## config.mk

```make
export PLATFORM = sky130hd
export DESIGN_NAME = ipsxe_floating_point_result_buf_v1_0
export DESIGN_NICKNAME = d
export VERILOG_FILES = /design/src/rtl/ipsxe_floating_point_result_buf_v1_0_pkg.sv /design/src/rtl/ipsxe_floating_point_result_buf_v1_0_credit_cnt.sv /design/src/rtl/ipsxe_floating_point_result_buf_v1_0.sv
export SDC_FILE = /design/constraint.sdc
export NUM_CORES = 1
export LEC_CHECK = 0
export BUFFER_PORTS_ARGS = -buffer_cell sky130_fd_sc_hd__buf_2
export CAP_MARGIN = 0
export CORE_MARGIN = 4
export CORE_UTILIZATION = 48
export CTS_CLUSTER_DIAMETER = 50
export CTS_CLUSTER_SIZE = 12
export DETAILED_ROUTE_END_ITERATION = 16
export PLACE_DENSITY = 0.62
export SLEW_MARGIN = 20
export SYNTH_ARGS = -nofsm -noshare
export SYNTH_HDL_FRONTEND = slang
export SYNTH_SLANG_ARGS = --single-unit
```

## constraint.sdc

```tcl
create_clock -name i_aclk -period 10.35 [get_ports i_aclk]
set_input_delay 0.5175 -clock i_aclk [delete_from_list [all_inputs] [get_ports i_aclk]]
set_output_delay 0.5175 -clock i_aclk [all_outputs]
set_load 0.03 [all_outputs]
```

## src/rtl/ipsxe_floating_point_result_buf_v1_0_pkg.sv

```systemverilog
// Shared floating-point helpers: pointer sizing, result-entry packing offsets
// and the push/pop operation encoding used by the result buffer.
package ipsxe_floating_point_result_buf_v1_0_pkg;

    // Push/pop combination seen by the buffer in one cycle, encoded as {push, pop}
    typedef enum logic [1:0] {
        BUF_IDLE = 2'b00,
        BUF_POP  = 2'b01,
        BUF_PUSH = 2'b10,
        BUF_BOTH = 2'b11
    } buf_op_e;

    // Smallest r with 2**r >= value (pointer width for a power-of-two depth)
    function automatic int fp_clog2(input int value);
        int r;
        r = 0;
        while ((1 << r) < value) begin
            r = r + 1;
        end
        return r;
    endfunction

    // Entries are packed as {tlast, tuser, tdata} with tdata in the low bits
    function automatic int fp_tuser_lsb(input int data_width);
        return data_width;
    endfunction

    function automatic int fp_tlast_bit(input int data_width, input int tuser_width);
        return data_width + tuser_width;
    endfunction

    function automatic int fp_entry_width(input int data_width, input int tuser_width);
        return data_width + tuser_width + 1;
    endfunction

endpackage

```

## src/rtl/ipsxe_floating_point_result_buf_v1_0_credit_cnt.sv

```systemverilog
// Tracks operations launched into the pipeline whose results have not yet
// arrived, and grants issue only while buffered + in-flight results fit.
module ipsxe_floating_point_credit_cnt_v1_0
    import ipsxe_floating_point_result_buf_v1_0_pkg::*;
#(
    parameter int DEPTH = 16,
    parameter int CNT_W = fp_clog2(DEPTH) + 1
) (
    input  logic             clk,
    input  logic             areset_n,
    input  logic             aclken,
    input  logic             issue,
    input  logic             res_valid,
    input  logic [CNT_W-1:0] count_next,
    output logic             issue_ready
);

    localparam logic [CNT_W-1:0]   FULL_INFLIGHT = CNT_W'(DEPTH);
    localparam logic [CNT_W+1:0]   CREDIT_LIMIT  = (CNT_W + 2)'(DEPTH);

    logic [CNT_W-1:0] inflight_reg;
    logic [CNT_W-1:0] inflight_next;
    logic [CNT_W+1:0] credit_sum;
    logic             accept;

    // An issue only counts when it was actually granted
    assign accept = issue & issue_ready;

    // Next in-flight count: up on accepted issue, down on result, saturating both ways
    always_comb begin
        inflight_next = inflight_reg;
        if (accept && !res_valid) begin
            if (inflight_reg != FULL_INFLIGHT) begin
                inflight_next = inflight_reg + CNT_W'(1);
            end
        end else if (!accept && res_valid) begin
            if (inflight_reg != '0) begin
                inflight_next = inflight_reg - CNT_W'(1);
            end
        end
    end

    assign credit_sum = (CNT_W + 2)'(count_next) + (CNT_W + 2)'(inflight_next);

    // Register the in-flight count and the issue grant for the next cycle
    always_ff @(posedge clk) begin
        if (!areset_n) begin
            inflight_reg <= '0;
            issue_ready  <= 1'b1;
        end else if (aclken) begin
            inflight_reg <= inflight_next;
            issue_ready  <= (credit_sum < CREDIT_LIMIT);
        end
    end

endmodule

```

## src/rtl/ipsxe_floating_point_result_buf_v1_0.sv

```systemverilog
// Result buffer between a non-stallable floating-point pipeline and an
// AXI4-Stream master. Results land in a circular buffer; issue credit keeps
// the pipeline from launching more work than the buffer can absorb.
module ipsxe_floating_point_result_buf_v1_0
    import ipsxe_floating_point_result_buf_v1_0_pkg::*;
#(
    parameter int DATA_WIDTH         = 32,
    parameter int TUSER_RESULT_WIDTH = 1,
    parameter int DEPTH              = 16
) (
    input  logic                          i_aclk,
    input  logic                          i_areset_n,
    input  logic                          i_aclken,
    output logic                          o_issue_ready,
    input  logic                          i_issue,
    input  logic                          i_res_valid,
    input  logic [DATA_WIDTH-1:0]         i_res_tdata,
    input  logic [TUSER_RESULT_WIDTH-1:0] i_res_tuser,
    input  logic                          i_res_tlast,
    output logic                          o_axi4s_result_tvalid,
    output logic [DATA_WIDTH-1:0]         o_axi4s_result_tdata,
    output logic [TUSER_RESULT_WIDTH-1:0] o_axi4s_result_tuser,
    output logic                          o_axi4s_result_tlast,
    input  logic                          i_axi4s_result_tready,
    output logic                          o_overflow
);

    localparam int PTR_W     = fp_clog2(DEPTH);
    localparam int CNT_W     = PTR_W + 1;
    localparam int ENTRY_W   = fp_entry_width(DATA_WIDTH, TUSER_RESULT_WIDTH);
    localparam int TUSER_LSB = fp_tuser_lsb(DATA_WIDTH);
    localparam int TLAST_BIT = fp_tlast_bit(DATA_WIDTH, TUSER_RESULT_WIDTH);
    localparam logic [CNT_W-1:0] FULL_COUNT = CNT_W'(DEPTH);

    logic [ENTRY_W-1:0] mem [DEPTH];
    logic [PTR_W-1:0]   wr_ptr_reg;
    logic [PTR_W-1:0]   rd_ptr_reg;
    logic [CNT_W-1:0]   count_reg;
    logic [CNT_W-1:0]   count_next;
    logic               overflow_reg;
    logic               pop;
    logic               push;
    logic               drop;
    logic [ENTRY_W-1:0] wr_entry;
    logic [ENTRY_W-1:0] rd_entry;
    buf_op_e            op;

    // A pop frees the head slot in the same cycle, so a full buffer still accepts
    assign pop  = o_axi4s_result_tvalid & i_axi4s_result_tready;
    assign push = i_res_valid & ((count_reg != FULL_COUNT) | pop);
    assign drop = i_res_valid & ~push;
    assign op   = buf_op_e'({push, pop});

    // Pack the incoming result as {tlast, tuser, tdata}
    always_comb begin
        wr_entry                                      = '0;
        wr_entry[DATA_WIDTH-1:0]                      = i_res_tdata;
        wr_entry[TUSER_LSB +: TUSER_RESULT_WIDTH]     = i_res_tuser;
        wr_entry[TLAST_BIT]                           = i_res_tlast;
    end

    // Occupancy after this cycle's push/pop
    always_comb begin
        count_next = count_reg;
        case (op)
            BUF_PUSH: count_next = count_reg + CNT_W'(1);
            BUF_POP:  count_next = count_reg - CNT_W'(1);
            default:  count_next = count_reg;
        endcase
    end

    // Storage write; contents are deliberately left out of reset
    always_ff @(posedge i_aclk) begin
        if (i_areset_n && i_aclken && push) begin
            mem[wr_ptr_reg] <= wr_entry;
        end
    end

    // Pointers, occupancy and the sticky overflow flag
    always_ff @(posedge i_aclk) begin
        if (!i_areset_n) begin
            wr_ptr_reg   <= '0;
            rd_ptr_reg   <= '0;
            count_reg    <= '0;
            overflow_reg <= 1'b0;
        end else if (i_aclken) begin
            if (push) begin
                wr_ptr_reg <= wr_ptr_reg + PTR_W'(1);
            end
            if (pop) begin
                rd_ptr_reg <= rd_ptr_reg + PTR_W'(1);
            end
            count_reg <= count_next;
            if (drop) begin
                overflow_reg <= 1'b1;
            end
        end
    end

    // Head entry drives the stream; it cannot change until it is popped
    assign rd_entry              = mem[rd_ptr_reg];
    assign o_axi4s_result_tvalid = (count_reg != '0);
    assign o_axi4s_result_tdata  = rd_entry[DATA_WIDTH-1:0];
    assign o_axi4s_result_tuser  = rd_entry[TUSER_LSB +: TUSER_RESULT_WIDTH];
    assign o_axi4s_result_tlast  = rd_entry[TLAST_BIT];
    assign o_overflow            = overflow_reg;

    ipsxe_floating_point_credit_cnt_v1_0 #(
        .DEPTH (DEPTH),
        .CNT_W (CNT_W)
    ) u_credit_cnt (
        .clk         (i_aclk),
        .areset_n    (i_areset_n),
        .aclken      (i_aclken),
        .issue       (i_issue),
        .res_valid   (i_res_valid),
        .count_next  (count_next),
        .issue_ready (o_issue_ready)
    );

endmodule
```

== After elaboration in Yosys (flattened, before gate mapping) ==
Memory sizes are Yosys's and may differ from the RTL's. A register that Yosys moved wholly into a read port is not among the register bits.
Cells that the tools add are included.
Operators by class
  $add $sub $neg: 7
  order comparisons: 1
  equal/unequal tests: 4
  mux-type cells: 9
  bitwise logic cells: 6
  reduce and logical (&&, ||, !) cells: 11
Operators by type and width (number)
  2-to-1 mux 5 bit: 4
  adder 5 x 1 -> 5 bit (second input constant): 2
  inequality test 5 bit (second input constant): 2
  one-hot mux 5 bit (2 select lines): 1
  nonzero test 5 bit: 2
  subtractor 5 x 1 -> 5 bit (second input constant): 2
  adder 4 x 1 -> 4 bit (second input constant): 2
  2-to-1 mux 4 bit: 2
  < comparator 7 x 5 -> 1 bit (second input constant): 1
  adder 5 x 5 -> 6 bit: 1
  AND reduction 2 bit: 3
  bitwise AND 1 bit: 4
  logical AND 1 bit: 4
  == test 2 x 1 -> 1 bit (second input constant): 1
  == test 2 bit (second input constant): 1
  zero test 1 bit: 2
  2-to-1 mux 1 bit: 2
  inverter 1 bit: 1
  bitwise OR 1 bit: 1
Storage, ports and cells
  register bits: 20
  memory bits (writable): 544
  input port bits: 40
  output and inout bits: 37
  logic and storage cells: 45
  memories kept: 1
Memories
  mem: depth 16, bits a word 34, rd ports 1, clocked after memory_dff 1, wr ports 1, RTL line ipsxe_floating_point_result_buf_v1_0.sv:35  | logic [ENTRY_W-1:0] mem [DEPTH];

== Longest topological paths before layout ==
  depth after elaboration: 8
  gate-level depth with buffers: 16
  mapped depth without buffers: 15

== Hierarchy ==
From an unflattened synthesis, not the netlist that was laid out.
Second synthesis, totals
  cells, all modules: 969
  area, all modules: 22177.5 um2
By module, submodules not included
  ipsxe_floating_point_result_buf_v1_0: instances 1, cells an instance 889, area each 21533.2 um2, sequential area each 16696.0 um2
  ipsxe_floating_point_credit_cnt_v1_0: instances 1, cells an instance 80, area each 644.4 um2, sequential area each 120.1 um2

== Worst setup path after synthesis ==
Ideal clock, no wire load.
  kind: register to register
  start: reg count_reg[0]
  end: reg u_credit_cnt.issue_ready
  data arrival time: 3.764 ns
  required time: 10.288 ns
  slack: 6.523 ns
  cell stages (with the launch flop): 17
  path buffers: 1
  period minus slack after synthesis: 3.827 ns
  cells stage by stage: dfxtp_1 -> or4_4 -> buf_6 -> o21ai_0 -> nor2_1 -> fa_1 -> a21o_1 -> a21oi_1 -> mux2i_1 -> a21oi_1 -> nand2_1 -> ha_1 -> or4b_2 -> a21oi_1 -> nor2b_1 -> o21ai_0 -> nand3_1
Between the ends
  longest elaborated chain between the ends: 8
  elaborated cells on any way between the ends: 12
  classes of those cells: add/sub (3); order compare (1); eq/ne (3); mux (1); bitwise (3); reduce/logical (1)
RTL lines
  start, declared: RTL line ipsxe_floating_point_result_buf_v1_0.sv:38  | logic [CNT_W-1:0] count_reg;
  start signal, assigned: RTL line ipsxe_floating_point_result_buf_v1_0.sv:93  | count_reg <= count_next;
  nonzero test 5 bit: RTL line ipsxe_floating_point_result_buf_v1_0.sv:102  | assign o_axi4s_result_tvalid = (count_reg != '0);
  bitwise AND 1 bit: RTL line ipsxe_floating_point_result_buf_v1_0.sv:49  | assign pop = o_axi4s_result_tvalid & i_axi4s_result_tready;
  bitwise OR 1 bit: RTL line ipsxe_floating_point_result_buf_v1_0.sv:50  | assign push = i_res_valid & ((count_reg != FULL_COUNT) | pop);
  bitwise AND 1 bit: RTL line ipsxe_floating_point_result_buf_v1_0.sv:50
  == test 2 x 1 -> 1 bit / == test 2 bit (equally long branches): RTL line ipsxe_floating_point_result_buf_v1_0.sv:65  | case (op)
  one-hot mux 5 bit (2 select lines) (*): RTL line ipsxe_floating_point_result_buf_v1_0.sv:65
  named net count_next[4]: RTL line ipsxe_floating_point_result_buf_v1_0.sv:39  | logic [CNT_W-1:0] count_next;
  adder 5 x 5 -> 6 bit (*): RTL line ipsxe_floating_point_result_buf_v1_0_credit_cnt.sv:43  | assign credit_sum = (CNT_W + 2)'(count_next) + (CNT_W + 2)'(inflight_next);
  < comparator 7 x 5 -> 1 bit (*): RTL line ipsxe_floating_point_result_buf_v1_0_credit_cnt.sv:52  | issue_ready <= (credit_sum < CREDIT_LIMIT);
  end signal, assigned: RTL line ipsxe_floating_point_result_buf_v1_0_credit_cnt.sv:52
  end, declared: RTL line ipsxe_floating_point_result_buf_v1_0_credit_cnt.sv:15  | output logic issue_ready
The timed path passes the listed nets; every way through them passes the cells marked *.
A chain may end at the register's enable or synchronous reset.

==> results_dict.tcl <==
set metrics [dict create \
    port_buffers 76 \
    wirelength_mm 45.4 \
    yosysTopAreaCellShare_pct 73.9 \
    worstPathCellList "buf_4, mux4_2, mux4_2, buf_2" \
    max_slew_margin_pct 27.6 \
    clk_path_buf_depth 3 \
    final_common_cell "edfxtp_1" \
    globalRouteOverflowTotal 0 \
    syn_avg_cell_area_um2 22.7 \
    status "complete, no violations" \
    reg2reg_to "u_credit_cnt.issue_ready$_SDFFE_PN1P_" \
    first_global_vias 10500 \
    drive_above_1_share_pct 33.5 \
    synth-seq-cells 568 \
    ir_drop_uv 130 \
    synth_edf_count 544 \
    dp.cells 1618 \
    yosysSeqAreaShare_pct 76.1 \
    syn2layout_area_growth_pct 12.8 \
    synth_flop_cell "edfxtp_1" \
    finalClockSkew_ns 0.0159 \
    tns_ns 0 \
    powerDensity_nw_per_um2 186 \
    fin_cells 1696 \
    worstSetupPathType "register to output pin" \
    place_area_um2 23300 \
    die_h_um 223 \
    reg2reg_from "count_reg[1]$_SDFFE_PN0P_" \
    holdPathStages 1 \
    num_rows 78 \
    wire_per_inst_um 26.8 \
    critPathMaxFanout 70 \
    leakagePower_nw 7.68 \
    grt_use_total_pct 18.5 \
    dr_total_vias 10000 \
    largest_reg_flops 544 \
    route.detailed.drc 0 \
    final_cell_mix "edfxtp_1 (544), mux4_2 (170), buf_2 (76)" \
    clock-sinks 568 \
    postRouteAntennaNets 0 \
    insertion_delay_ns 0.60 \
    cts_resized 0 \
    initial_core_util_pct 48.6 \
    clk_pin_slew_ns 0.06 \
    grt_max_degree 71 \
    synth_area_leaders "edfxtp_1 (74%), mux4_2 (17%), dfxtp_1 (2.2%)" \
    cts_tree "yes" \
    grt_pass1_wl_mm 68.7 \
    netlist_area_um2 22100 \
    hold_start "i_res_tdata[19]" \
    crit_arrival_ns 3.83 \
    vias_per_cell 5.92 \
    core_um2 45500 \
    fmax_mhz 230 \
    critical_path.max_stage_delay_ns 1.05 \
    synthesis.nets 1028 \
    max_cap_violations 0 \
    slew_viol_final 0 \
    ys_types 50 \
    dp.final_hpwl_mm 23.5 \
    synth_top_cell_by_area "edfxtp_1" \
    critPathLaunchType "register" \
    fin_area_um2 24900 \
    synth_warnings 0 \
    boundaryPins 77 \
    n_antenna_cell 0 \
    cts_buffers 57 \
    cts.htree.levels 2 \
    die_area_um2 49500 \
    async_flop_share_pct 0 \
    slowest_stage "dfxtp_4" \
    hold_violations 0 \
    hold_path_class "primary input to register" \
    holdPathEnd "mem[0][19]$_DFFE_PP_" \
    critPathCaptureType "output pin" \
    nets 1133 \
    setup-violations-final 0 \
    syn-instance-count 973 \
    postCtsSetupRepairBufs 0 \
    grt_setup_unrepaired "no" \
    drt_iter0_markers 914 \
    rr_worst_depth 15 \
    hold_buffers 0 \
    post-route-min-period_ns 4.35 \
    cp.required_ns 9.83 \
    die_w_um 223 \
    tightest_slew_ns 1.09 \
    utilization_pct 54.8 \
    place.gp.congestion 0.721 \
    cts_root_buf "clkbuf_16" \
    firstDrtPassIters 4 \
    antenna_found_initial 2 \
    reg2reg_slack_ns 6.28 \
    min_period_over_period_pct 42.0 \
    crit_top_cell "mux4_2" \
]
==> stage by stage <==
step	total power [W]	hold WS (ns)	worst slack [ns]
floorplan	0.00275	0.470	6.52
global placement	0.00282	0.442	6.34
detailed placement	0.00283	0.450	6.31
CTS	0.00470	0.250	5.70
global route	0.00481	0.279	5.72
finish	0.00464	0.292	6.00
==> routing by layer <==
| metal | share of wire, % | routed length [µm] | up-vias | track usage (%) |
|---|---|---|---|---|
| li1 | - | - | 4316 | - |
| met3 | 4.6 | 2100 | 72 | 2.77 |
| met4 | 2.3 | 1050 | 2 | 5.27 |
| met2 | 50 | 22600 | 263 | 29.8 |
| met5 | 0.029 | 13 | - | 0 |
| met1 | 43 | 19600 | 5389 | 27.1 |
==> synth_stat cells (9+ instances only) <==
| master | n |
|---|---|
| a21oi_1 | 10 |
| buf_1 | 12 |
| clkbuf_1 | 29 |
| dfxtp_1 | 24 |
| edfxtp_1 | 544 |
| ha_1 | 14 |
| mux4_2 | 170 |
| nand2_1 | 21 |
| nand3_1 | 9 |
| nor2_1 | 27 |
| o21ai_0 | 15 |
| xnor2_1 | 9 |
==> power breakdown <==
part	total (W)	internal [W]	leakage, nW	switching (W)
logic	0.000233	0.000104	1.79	0.000130
clock network	0.00187	0.00107	0.799	0.000801
registers	0.00254	0.00253	5.09	0.0000135
==> worst max path at each step <==
stage	from	to	slack (ns)	cells past startpoint
6_report	register	o_axi4s_result_tdata[23]	6.00	4
5_1_grt	register	o_axi4s_result_tdata[19]	5.72	5
4_1_cts	register	o_axi4s_result_tdata[19]	5.70	4
3_5_place_dp	count_reg[0]$_SDFFE_PN0P_	u_credit_cnt.issue_ready$_SDFFE_PN1P_	6.31	15
3_3_place_gp	register	o_axi4s_result_tdata[19]	6.34	4
2_1_floorplan	count_reg[0]$_SDFFE_PN0P_	u_credit_cnt.issue_ready$_SDFFE_PN1P_	6.52	16
==> kinds of logic after synthesis <==
| family | after synthesis | share of synthesized area (%) |
|---|---|---|
| flops | 568 | 76.1 |
| mux | 178 | 17.7 |
| simple gates | 94 | 2.29 |
| buf+inv | 57 | 1.14 |
| compound gates | 50 | 1.43 |
| fa+ha+maj | 15 | 0.883 |
| xor+xnor | 11 | 0.436 |
==> worst max-delay path, delay by kind of cell, from the launching register on <==
family   cells  cell delay (ns)
mux          2             0.96
buf+inv      2             1.18
flops        1             1.05
==> area by class of cell <==
cell class	instances	area [µm²]
fillers	3478	20500
flip-flops and latches	568	16800
multi-input cells	348	5150
clock buffers	67	1510
well taps	600	751
repair buffers	97	551
clock inverters	10	129
inverters	6	22.5
No activity file was read; power rests on OpenSTA's default activity.
